--- config.mk ---
export PLATFORM = sky130hd
export DESIGN_NAME = iob_iob2wishbone_burst
export DESIGN_NICKNAME = d
export VERILOG_FILES = /design/src/rtl/iob_wb_pkg.sv /design/src/rtl/iob_wb_timeout.sv /design/src/rtl/iob_iob2wishbone_burst.sv
export SDC_FILE = /design/constraint.sdc
export NUM_CORES = 1
export LEC_CHECK = 0
export BUFFER_PORTS_ARGS = -buffer_cell sky130_fd_sc_hd__buf_2
export CORE_ASPECT_RATIO = 1.2
export CORE_UTILIZATION = 45
export CTS_CLUSTER_DIAMETER = 150
export CTS_CLUSTER_SIZE = 25
export DETAILED_ROUTE_END_ITERATION = 7
export GPL_ROUTABILITY_DRIVEN = 0
export PLACE_DENSITY = 0.72
export RECOVER_POWER = 50
export SYNTH_ARGS = -nofsm -noshare
export SYNTH_HDL_FRONTEND = slang
export SYNTH_SLANG_ARGS = --single-unit
export TNS_END_PERCENT = 1
--- constraint.sdc ---
create_clock -name clk_i -period 4.6 [get_ports clk_i]
set_input_delay 0.23 -clock clk_i [delete_from_list [all_inputs] [get_ports clk_i]]
set_output_delay 0.23 -clock clk_i [all_outputs]
set_load 0.01 [all_outputs]
--- src/rtl/iob_wb_pkg.sv ---
// Shared definitions for the IOb to Wishbone-B4 burst bridge.
// Contents:
//   CTI_* / BTE_*  Wishbone B4 cycle type and burst type encodings
//   state_t        bridge FSM states
//   beat_cti()     picks the CTI code for a beat from its position in the burst
package iob_wb_pkg;

  localparam logic [2:0] CTI_CLASSIC = 3'b000;
  localparam logic [2:0] CTI_INCR    = 3'b010;
  localparam logic [2:0] CTI_EOB     = 3'b111;
  localparam logic [1:0] BTE_LINEAR  = 2'b00;

  typedef enum logic [1:0] {
    ST_IDLE,
    ST_REQ,
    ST_WAIT,
    ST_FLUSH
  } state_t;

  // A single-beat transfer is a classic cycle. Inside a burst every beat
  // announces an incrementing burst except the last one, which ends it.
  function automatic logic [2:0] beat_cti(input logic single_beat, input logic last_beat);
    if (single_beat)
      return CTI_CLASSIC;
    else if (last_beat)
      return CTI_EOB;
    else
      return CTI_INCR;
  endfunction

endpackage

--- src/rtl/iob_wb_timeout.sv ---
// Ack timeout counter for the IOb to Wishbone bridge.
// Ports:
//   clk_i     clock
//   rst_i     synchronous active-high reset
//   clr_i     holds the count at zero; held while stb is low, so the count
//             restarts from zero on every stb rising edge
//   en_i      count one cycle; the bridge drives this with stb
//   expire_o  the count reached TIMEOUT while enabled (never for TIMEOUT=0)
module iob_wb_timeout #(
  parameter int TIMEOUT = 255
) (
  input  logic clk_i,
  input  logic rst_i,
  input  logic clr_i,
  input  logic en_i,
  output logic expire_o
);

  // TIMEOUT=0 would give a zero-width counter; one bit keeps it legal.
  localparam int CNT_W = (TIMEOUT > 0) ? $clog2(TIMEOUT + 1) : 1;
  localparam logic [CNT_W-1:0] LIMIT = CNT_W'(TIMEOUT);

  logic [CNT_W-1:0] cnt;

  // Count the cycles stb has been waiting; saturate at the limit so a
  // stalled slave cannot wrap the counter back to a small value.
  always_ff @(posedge clk_i) begin
    if (rst_i || clr_i)
      cnt <= '0;
    else if (en_i && (cnt != LIMIT))
      cnt <= cnt + 1'b1;
  end

  assign expire_o = (TIMEOUT != 0) && en_i && (cnt == LIMIT);

endmodule

--- src/rtl/iob_iob2wishbone_burst.sv ---
// IOb master to Wishbone-B4 master bridge with incrementing bursts.
// Ports:
//   clk_i, wb_rst_i        clock, synchronous active-high reset
//   m_valid/m_addr/m_wdata/m_wstrb/m_len   IOb beat request (addr and len
//                          taken from the first beat only)
//   m_rdata/m_ready/m_err  registered beat completion, ready is a 1-cycle pulse
//   tout_o, stat_clr_i     sticky timeout flag and its clear
//   m_wb_*                 Wishbone B4 master (cyc/stb/adr/sel/we/dat/cti/bte)
module iob_iob2wishbone_burst
  import iob_wb_pkg::*;
#(
  parameter int ADDR_W    = 32,
  parameter int DATA_W    = 32,
  parameter int BURST_MAX = 8,
  parameter int TIMEOUT   = 255,
  localparam int SEL_W    = DATA_W / 8,
  localparam int LEN_W    = $clog2(BURST_MAX)
) (
  input  logic              clk_i,
  input  logic              wb_rst_i,
  input  logic              m_valid,
  input  logic [ADDR_W-1:0] m_addr,
  input  logic [DATA_W-1:0] m_wdata,
  input  logic [SEL_W-1:0]  m_wstrb,
  input  logic [LEN_W-1:0]  m_len,
  output logic [DATA_W-1:0] m_rdata,
  output logic              m_ready,
  output logic              m_err,
  output logic              tout_o,
  input  logic              stat_clr_i,
  output logic [ADDR_W-1:0] m_wb_adr_o,
  output logic [SEL_W-1:0]  m_wb_sel_o,
  output logic              m_wb_we_o,
  output logic [DATA_W-1:0] m_wb_dat_o,
  output logic              m_wb_cyc_o,
  output logic              m_wb_stb_o,
  output logic [2:0]        m_wb_cti_o,
  output logic [1:0]        m_wb_bte_o,
  input  logic [DATA_W-1:0] m_wb_dat_i,
  input  logic              m_wb_ack_i,
  input  logic              m_wb_err_i
);

  localparam logic [ADDR_W-1:0] ADR_MASK = ~ADDR_W'(SEL_W - 1);
  localparam logic [ADDR_W-1:0] ADR_STEP = ADDR_W'(SEL_W);

  state_t           state;
  logic [LEN_W-1:0] len_q;
  logic [LEN_W-1:0] cnt;
  logic             beat_in;
  logic             last_beat;
  logic             tmo_expire;
  logic             abort;

  // While m_ready pulses the master is still showing the beat that just
  // completed, so m_valid only counts as a new beat in the following cycle.
  assign beat_in   = m_valid && !m_ready;
  assign last_beat = (cnt == len_q);
  assign abort     = m_wb_err_i || tmo_expire;

  iob_wb_timeout #(
    .TIMEOUT (TIMEOUT)
  ) u_timeout (
    .clk_i    (clk_i),
    .rst_i    (wb_rst_i),
    .clr_i    (!m_wb_stb_o),
    .en_i     (m_wb_stb_o),
    .expire_o (tmo_expire)
  );

  // Bridge FSM. IDLE opens the cycle with the first beat, WAIT holds stb
  // until the slave answers, REQ keeps cyc asserted (B4 wait state) until the
  // master offers the next beat, FLUSH answers the remaining beats of an
  // aborted burst with errors and no bus activity.
  always_ff @(posedge clk_i) begin
    if (wb_rst_i) begin
      state      <= ST_IDLE;
      len_q      <= '0;
      cnt        <= '0;
      m_rdata    <= '0;
      m_ready    <= 1'b0;
      m_err      <= 1'b0;
      m_wb_adr_o <= '0;
      m_wb_sel_o <= '0;
      m_wb_we_o  <= 1'b0;
      m_wb_dat_o <= '0;
      m_wb_cyc_o <= 1'b0;
      m_wb_stb_o <= 1'b0;
      m_wb_cti_o <= CTI_CLASSIC;
      m_wb_bte_o <= '0;
    end else begin
      m_ready    <= 1'b0;
      m_err      <= 1'b0;
      m_wb_bte_o <= BTE_LINEAR;
      case (state)
        ST_IDLE: begin
          if (beat_in) begin
            m_wb_adr_o <= m_addr & ADR_MASK;
            len_q      <= m_len;
            cnt        <= '0;
            m_wb_we_o  <= |m_wstrb;
            m_wb_sel_o <= (|m_wstrb) ? m_wstrb : '1;
            m_wb_dat_o <= m_wdata;
            m_wb_cti_o <= beat_cti(m_len == '0, m_len == '0);
            m_wb_cyc_o <= 1'b1;
            m_wb_stb_o <= 1'b1;
            state      <= ST_WAIT;
          end
        end
        ST_REQ: begin
          if (beat_in) begin
            m_wb_dat_o <= m_wdata;
            m_wb_sel_o <= m_wb_we_o ? m_wstrb : '1;
            m_wb_cti_o <= beat_cti(len_q == '0, last_beat);
            m_wb_stb_o <= 1'b1;
            state      <= ST_WAIT;
          end
        end
        ST_WAIT: begin
          if (abort) begin
            m_ready    <= 1'b1;
            m_err      <= 1'b1;
            m_rdata    <= '0;
            m_wb_cyc_o <= 1'b0;
            m_wb_stb_o <= 1'b0;
            m_wb_cti_o <= CTI_CLASSIC;
            if (last_beat) begin
              state <= ST_IDLE;
            end else begin
              cnt   <= cnt + 1'b1;
              state <= ST_FLUSH;
            end
          end else if (m_wb_ack_i) begin
            m_ready    <= 1'b1;
            m_rdata    <= m_wb_dat_i;
            m_wb_stb_o <= 1'b0;
            m_wb_adr_o <= m_wb_adr_o + ADR_STEP;
            if (last_beat) begin
              m_wb_cyc_o <= 1'b0;
              m_wb_cti_o <= CTI_CLASSIC;
              state      <= ST_IDLE;
            end else begin
              cnt   <= cnt + 1'b1;
              state <= ST_REQ;
            end
          end
        end
        ST_FLUSH: begin
          if (beat_in) begin
            m_ready <= 1'b1;
            m_err   <= 1'b1;
            m_rdata <= '0;
            if (last_beat)
              state <= ST_IDLE;
            else
              cnt <= cnt + 1'b1;
          end
        end
        default: state <= ST_IDLE;
      endcase
    end
  end

  // Sticky timeout flag; a new timeout wins over a clear in the same cycle.
  always_ff @(posedge clk_i) begin
    if (wb_rst_i)
      tout_o <= 1'b0;
    else if ((state == ST_WAIT) && tmo_expire)
      tout_o <= 1'b1;
    else if (stat_clr_i)
      tout_o <= 1'b0;
  end

endmodule

==> results of run 1 <==
cell usage in the layout (no fill, tap or decap), types with 4 or more instances in the layout:
| cell | Yosys | layout |
|---|---|---|
| dfxtp_1 | 122 | 122 |
| nand2_1 | 112 | 112 |
| buf_2 | 4 | 107 |
| clkbuf_1 | 35 | 107 |
| a21oi_1 | 85 | 84 |
| o21ai_0 | 40 | 40 |
| nor2_1 | 35 | 34 |
| a22o_1 | 33 | 33 |
| clkbuf_16 | 0 | 17 |
| nor2b_1 | 16 | 16 |
| nand4_1 | 14 | 14 |
| nor3_1 | 14 | 14 |
| nand3_1 | 13 | 13 |
| nor4_1 | 10 | 9 |
| buf_4 | 5 | 9 |
| inv_1 | 6 | 6 |
| and4_1 | 6 | 6 |
| a31oi_1 | 6 | 6 |
| a211oi_1 | 6 | 6 |
| ha_1 | 7 | 6 |
| nand2b_1 | 5 | 5 |
| xnor2_1 | 5 | 5 |
| and2_0 | 2 | 4 |
| o31ai_1 | 4 | 4 |
| mux2i_1 | 4 | 4 |
| o221a_2 | 4 | 4 |
| conb_1 | 1 | 4 |
where the power goes:
part           switching, mW  total, mW  internal, mW  leakage (nW)
registers              0.221       1.49          1.27         0.996
clock network          0.485       1.37         0.885         0.296
logic                  0.809       1.26         0.448          1.41
total                   1.51       4.12          2.60          2.70
per-stage QoR:
stage	hold WS, ns	std cells	util (%)
floorplan	0.3557	661	-
global route	0.01803	1023	60.56
CTS	0.01720	1022	61.67
detailed placement	0.4438	990	56.36
finish	0.02602	1023	60.56
global placement	0.4390	990	56.36
registers in the layout, summed over array words and instances, names as in the netlist:
| signal | flops |
|---|---|
| u_timeout.cnt | 8 |
| m_err | 1 |
| m_wb_dat_o | 32 |
| m_wb_we_o | 1 |
| m_wb_adr_o | 30 |
| tout_o | 1 |
| len_q | 3 |
| state | 2 |
| m_wb_cti_o | 2 |
| m_rdata | 32 |
| m_wb_cyc_o | 1 |
| cnt | 3 |
| m_wb_stb_o | 1 |
| m_ready | 1 |
| m_wb_sel_o | 4 |
synthesized netlist by cell type, types with 5 or more instances:
cell type  count
xnor2_1        5
nor2_1        35
nor2b_1       16
a22o_1        33
nand2b_1       5
clkbuf_1      35
nand2_1      112
nor3_1        14
dfxtp_1      122
ha_1           7
o21ai_0       40
a211oi_1       6
a21oi_1       85
buf_1          5
a31oi_1        6
nor4_1        10
nand3_1       13
buf_4          5
and4_1         6
nand4_1       14
inv_1          6
worst max path at each step:
stage / startpoint / end / slack, ns / cells past startpoint
final: u_timeout.cnt[0] / m_wb_adr_o[28] / 2.05 / 6
after global routing: u_timeout.cnt[0] / m_wb_adr_o[14] / 1.83 / 6
after CTS: m_wb_adr_o[3] / m_wb_adr_o[24] / 1.90 / 6
after detailed placement: m_wb_adr_o[3] / m_wb_adr_o[24] / 1.92 / 6
after global placement: m_wb_adr_o[2] / m_wb_adr_o[24] / 2.01 / 6
after floorplan: m_wb_adr_o[3] / m_wb_adr_o[26] / 2.49 / 7
kinds of logic (layout without fill, tap and decap cells):
logic type / count (synthesis) / after routing / synth area share (%)
fa+ha+maj: 7 / 7 / 1.613
flops: 122 / 122 / 44.99
other cells: 1 / 4 / 0.06907
buf+inv: 58 / 263 / 4.471
mux: 5 / 5 / 0.9449
compound gates: 206 / 206 / 23.95
simple gates: 253 / 253 / 23.00
xor+xnor: 6 / 6 / 0.9680
area by class of cell:
type	instances	area (sq um)	area share (%)
clock buffers	19	452.9	6.406
clock inverters	13	166.4	2.354
inverters	8	30.03	0.4247
multi-input cells	481	2778	39.29
flip-flops and latches	122	2442	34.54
well taps	157	196.4	2.778
repair buffers	223	1005	14.21
metal layers:
| metal | share of wire (%) | wire length (microns) | track usage, % |
|---|---|---|---|
| met1 | 40 | 6192 | 28.88 |
| met2 | 51 | 7947 | 43.08 |
| met3 | 7.0 | 1082 | 6.891 |
| met4 | 1.9 | 293 | 9.286 |
| met5 | 0 | 0 | 0 |
critical path, stage by stage (launching register included):
cell and delay, ns:
dfxtp_1 0.37, ha_1 0.24, and4_1 0.33, a21oi_1 0.13
o21ai_2 0.92, nor2_1 0.07, a221o_1 0.38
==> results.md, run 1 <==
- Run status: finished, final reports clean
- Reg2reg path depth: 6
- Clock transition at path regs: 0.06 ns
- CP required: 4.89 ns
- H-tree levels: 4
- Dominant cells by area after synthesis: dfxtp_1, a21oi_1, nand2_1
- Slew headroom: 20.94%
- Initial antenna violation count: 0
- Crit path kind: reg2reg
- Drc violations: 0
- Asr flop ratio synth: 0%
- Flops & latches, synth: 122
- CTS max path bufs: 2
- Pin count of the biggest net entering global routing: 54
- Worst hold-check path type: in2reg
- CTS buffer count: 17
- Row Count: 43
- Cts hold-fix bufs: 0
- Placement Setup Slack: 1.917 ns
- ANT cells: 0
- Post-layout power: 4.118 mW
- Fin nets: 969
- Worst-skew pair later-pin latency: 0.41 ns
- Fin crit period: 2.550 ns
- Fin Setup TNS: 0 ns
- Vias per inst: 5.567
- Synth Warn #: 0
- Yosys cell types: 65
- Critical path arrival: 2.84 ns
- Postcts setup bufs: 0
- Reg-to-Reg Start: u_timeout.cnt[0]
- Post-CTS sizing: 0
- LEAKAGE: 2.703 nW
- Vias in the first global route: 5420
- Total Routed Length: 15520 microns
- Hold_sp: m_wb_dat_i[24]
- Leading area contributor after synthesis: dfxtp_1
- Die X: 102.3 microns
- Count of flip-flops with a built-in enable after synthesis: 0
- # fillers: 1117
- Hpwl dp: 10790 microns
- Critical path launch point type: register
- Overflow after GRT: 0
- Pre-antenna DRT Iters: 4
- Global-route total usage across every layer: 24.84%
- CP max FO: 30
- Mapped Cells: 658
- Hold endpoint: m_rdata[24]
- CORE AREA: 11670 sq um
- R2r endpoint: m_wb_adr_o[28]
- Finished Cell Area: 7071 sq um
- Initial core utilization: 46.50%
- Max rail drop VDD: 0.2840 mV
- CP Capture Type: register
- Final Hold Violating Endpoints: 0
- CTS root buf: clkbuf_16
- Area delta synth->final: 30.24%
- Max_cap viols: 0
- Avg Cell Area, Syn: 8.251 sq um
- Placed inst area: 6580 sq um
- Ys flop type: dfxtp_1
- Final setup fails: 0
- Max Fclk: 392.1 MHz
- Die ar.: 12510 sq um
- Clk_skew: 0.01110 ns
- Initial DRC Count: 310
- PD cells: 582.4 nW/um^2
- Vias post-DR: 5695
- CTS tree: built
- Slew at the pin closest to its max-slew limit: 1.186 ns
- Height of the die: 122.3 microns
- Wire per inst: 15.17 microns
- Max Slew Vio Count: 0
- RSZ-0062 raised after global routing: false
- DRT antenna net count: 0
- First-pass GRT wire length: 24630 microns
- Buffers added on ports: 213
- CTS sink cnt: 122
- Worst hold path depth: 2
- # IOs: 220
- Layout cells sized above 1: 19.40%
- Post-synthesis instance area: 5429 sq um
- R2r setup slk: 2.05 ns
- Sequential fraction of the synthesis area: 44.99%
- Top cell type's share of synthesized area: 44.99%
- Worst setup slack after layout: 2.050 ns
- Period utilization: 55.45%
(Power assumes the default switching activity.)
==> run 2, diff against run 1 <==
clock period = 2.6 ns   (was 4.6 ns; I/O delays follow)
==> run 2 against run 1 <==
  * Via count increased by 8.1%
  * Die area unchanged
  * Non-clock buffer count increased by 76
  * Final cell count increased by 7.4%
  * Clock-buffer cell count decreased by 1
  * Largest power group unchanged
  * Sequential share of layout area decreased by 3.3 points
==> results.md, run 2 (synthesized netlist as in run 1, its figures left out) <==
- RSZ-0062 raised after global routing: false
- Reg-to-Reg Start: m_wb_adr_o[2]
- Max rail drop VDD: 0.7201 mV
- First-pass GRT wire length: 27700 microns
- CP Capture Type: register
- PD cells: 956.8 nW/um^2
- CTS max path bufs: 2
- Layout cells sized above 1: 18.05%
- Run status: finished, final reports clean
- Max_cap viols: 0
- Sequential share of power: 35.3%
- CTS buffer count: 17
- Global-route total usage across every layer: 28.20%
- Height of the die: 122.3 microns
- Fin nets: 1045
- Vias post-DR: 6155
- Most frequent cells in the layout: dfxtp_1, nand2_1, clkbuf_1
- Die X: 102.3 microns
- Slew at the pin closest to its max-slew limit: 1.165 ns
- Top Registers: m_rdata (32), m_wb_dat_o (32), m_wb_adr_o (30)
- Drc violations: 0
- LEAKAGE: 3.023 nW
- Initial core utilization: 46.50%
- Final setup fails: 0
- Critical path arrival: 2.72 ns
- R2r endpoint: m_wb_adr_o[26]
- Buffers added on ports: 213
- Clk_skew: 0.009436 ns
- # IOs: 220
- Worst-skew pair later-pin latency: 0.42 ns
- CP max FO: 7
- Fin Setup TNS: 0 ns
- Critical path launch point type: register
- Share of total power in combinational logic: 31.8%
- H-tree levels: 4
- Hold_sp: m_addr[6]
- ANT cells: 0
- DRT antenna net count: 0
- Die ar.: 12510 sq um
- Clk network pwr share: 32.9%
- Overflow after GRT: 0
- Initial antenna violation count: 0
- Area delta synth->final: 44.18%
- Row Count: 43
- Vias in the first global route: 5892
- CP required: 2.91 ns
- R2r setup slk: 0.19 ns
- Final Hold Violating Endpoints: 0
- Slew headroom: 22.33%
- Max Fclk: 415.4 MHz
- Pre-antenna DRT Iters: 4
- Hpwl dp: 10700 microns
- Worst hold path depth: 3
- Psw: 2.824 mW
- Period utilization: 92.58%
- Wire per inst: 16.39 microns
- Pin count of the biggest net entering global routing: 46
- CTS tree: built
- CTS sink cnt: 122
- Max Slew Vio Count: 0
- Hold endpoint: m_wb_adr_o[6]
- Vias per inst: 5.601
- Fin Hold WS: 0.01852 ns
- Worst hold-check path type: in2reg
- Initial DRC Count: 280
- Clock transition at path regs: 0.06 ns
- Fin crit period: 2.407 ns
- Net Sw Frac: 37.71%
- CTS root buf: clkbuf_16
- Total Routed Length: 18010 microns
- Reg2reg path depth: 6
- CORE AREA: 11670 sq um
- Pint: 4.665 mW
- Commonest non-fill, non-tap cell in the layout: dfxtp_1
- Crit path kind: reg2reg
[run 2: worst max-delay path, stage by stage, from the launching register on]
cell      delay (ns)
dfxtp_1         0.42
ha_1            0.30
nand4_2         0.13
or4_1           0.71
nor4_2          0.36
a21oi_1         0.10
o311ai_1        0.29
[run 2: power by group through the flow]
stage                     registers, mW  logic, mW  clock network (mW)
after global routing               2.69       2.60                2.58
after detailed placement           2.65       2.33                   0
after floorplan                    2.73       1.38                   0
after global placement             2.62       2.28                   0
final                              2.64       2.38                2.46
after CTS                          2.62       2.43                2.48
[run 2: metal layers]
metal,track usage [%],routed length (microns)
met2,48.78,9240
met4,15.63,596
met3,7.346,1235
met5,0,0
met1,31.13,6942
[run 2: metrics by stage]
step	std cells	cell area, sq um	util (%)	setup WS (ns)	power [mW]
2_1_floorplan	661	5440	-	0.4859	4.106
3_3_place_gp	995	6630	56.79	0.4028	4.905
3_5_place_dp	995	6630	56.79	0.2829	4.981
4_1_cts	1099	7963	68.20	0.2181	7.523
5_1_grt	1099	7828	67.05	0.07915	7.881
6_report	1099	7828	67.05	0.1928	7.489
[run 2: how the worst max path moves through the flow]
| stage | from | end | slack (ns) |
|---|---|---|---|
| 6_report | m_wb_adr_o[2] | m_wb_adr_o[26] | 0.19 |
| 4_1_cts | m_wb_adr_o[3] | m_wb_adr_o[26] | 0.22 |
| 2_1_floorplan | m_wb_adr_o[3] | m_wb_adr_o[26] | 0.49 |
| 5_1_grt | wb_rst_i | m_wb_adr_o[27] | 0.08 |
| 3_5_place_dp | m_wb_adr_o[2] | m_wb_adr_o[26] | 0.28 |
| 3_3_place_gp | m_wb_adr_o[2] | m_wb_adr_o[26] | 0.40 |
[run 2: final cells by class]
cell class | count | area [sq um]
clock buffer | 18 | 429.2
timing repair buffer | 299 | 1769
inverter | 8 | 30.03
clock inverter | 14 | 182.7
tap | 157 | 196.4
multi-input combinational | 481 | 2778
sequential | 122 | 2442
fill | 968 | 3847
[run 2: repair_timing]
| item | CTS | global route |
|---|---|---|
| resized for setup | 0 | 0 |
| endpoints found under the hold margin | 72 | 0 |
| hold buffers | 72 | 0 |
| buffers inserted | 0 | 0 |
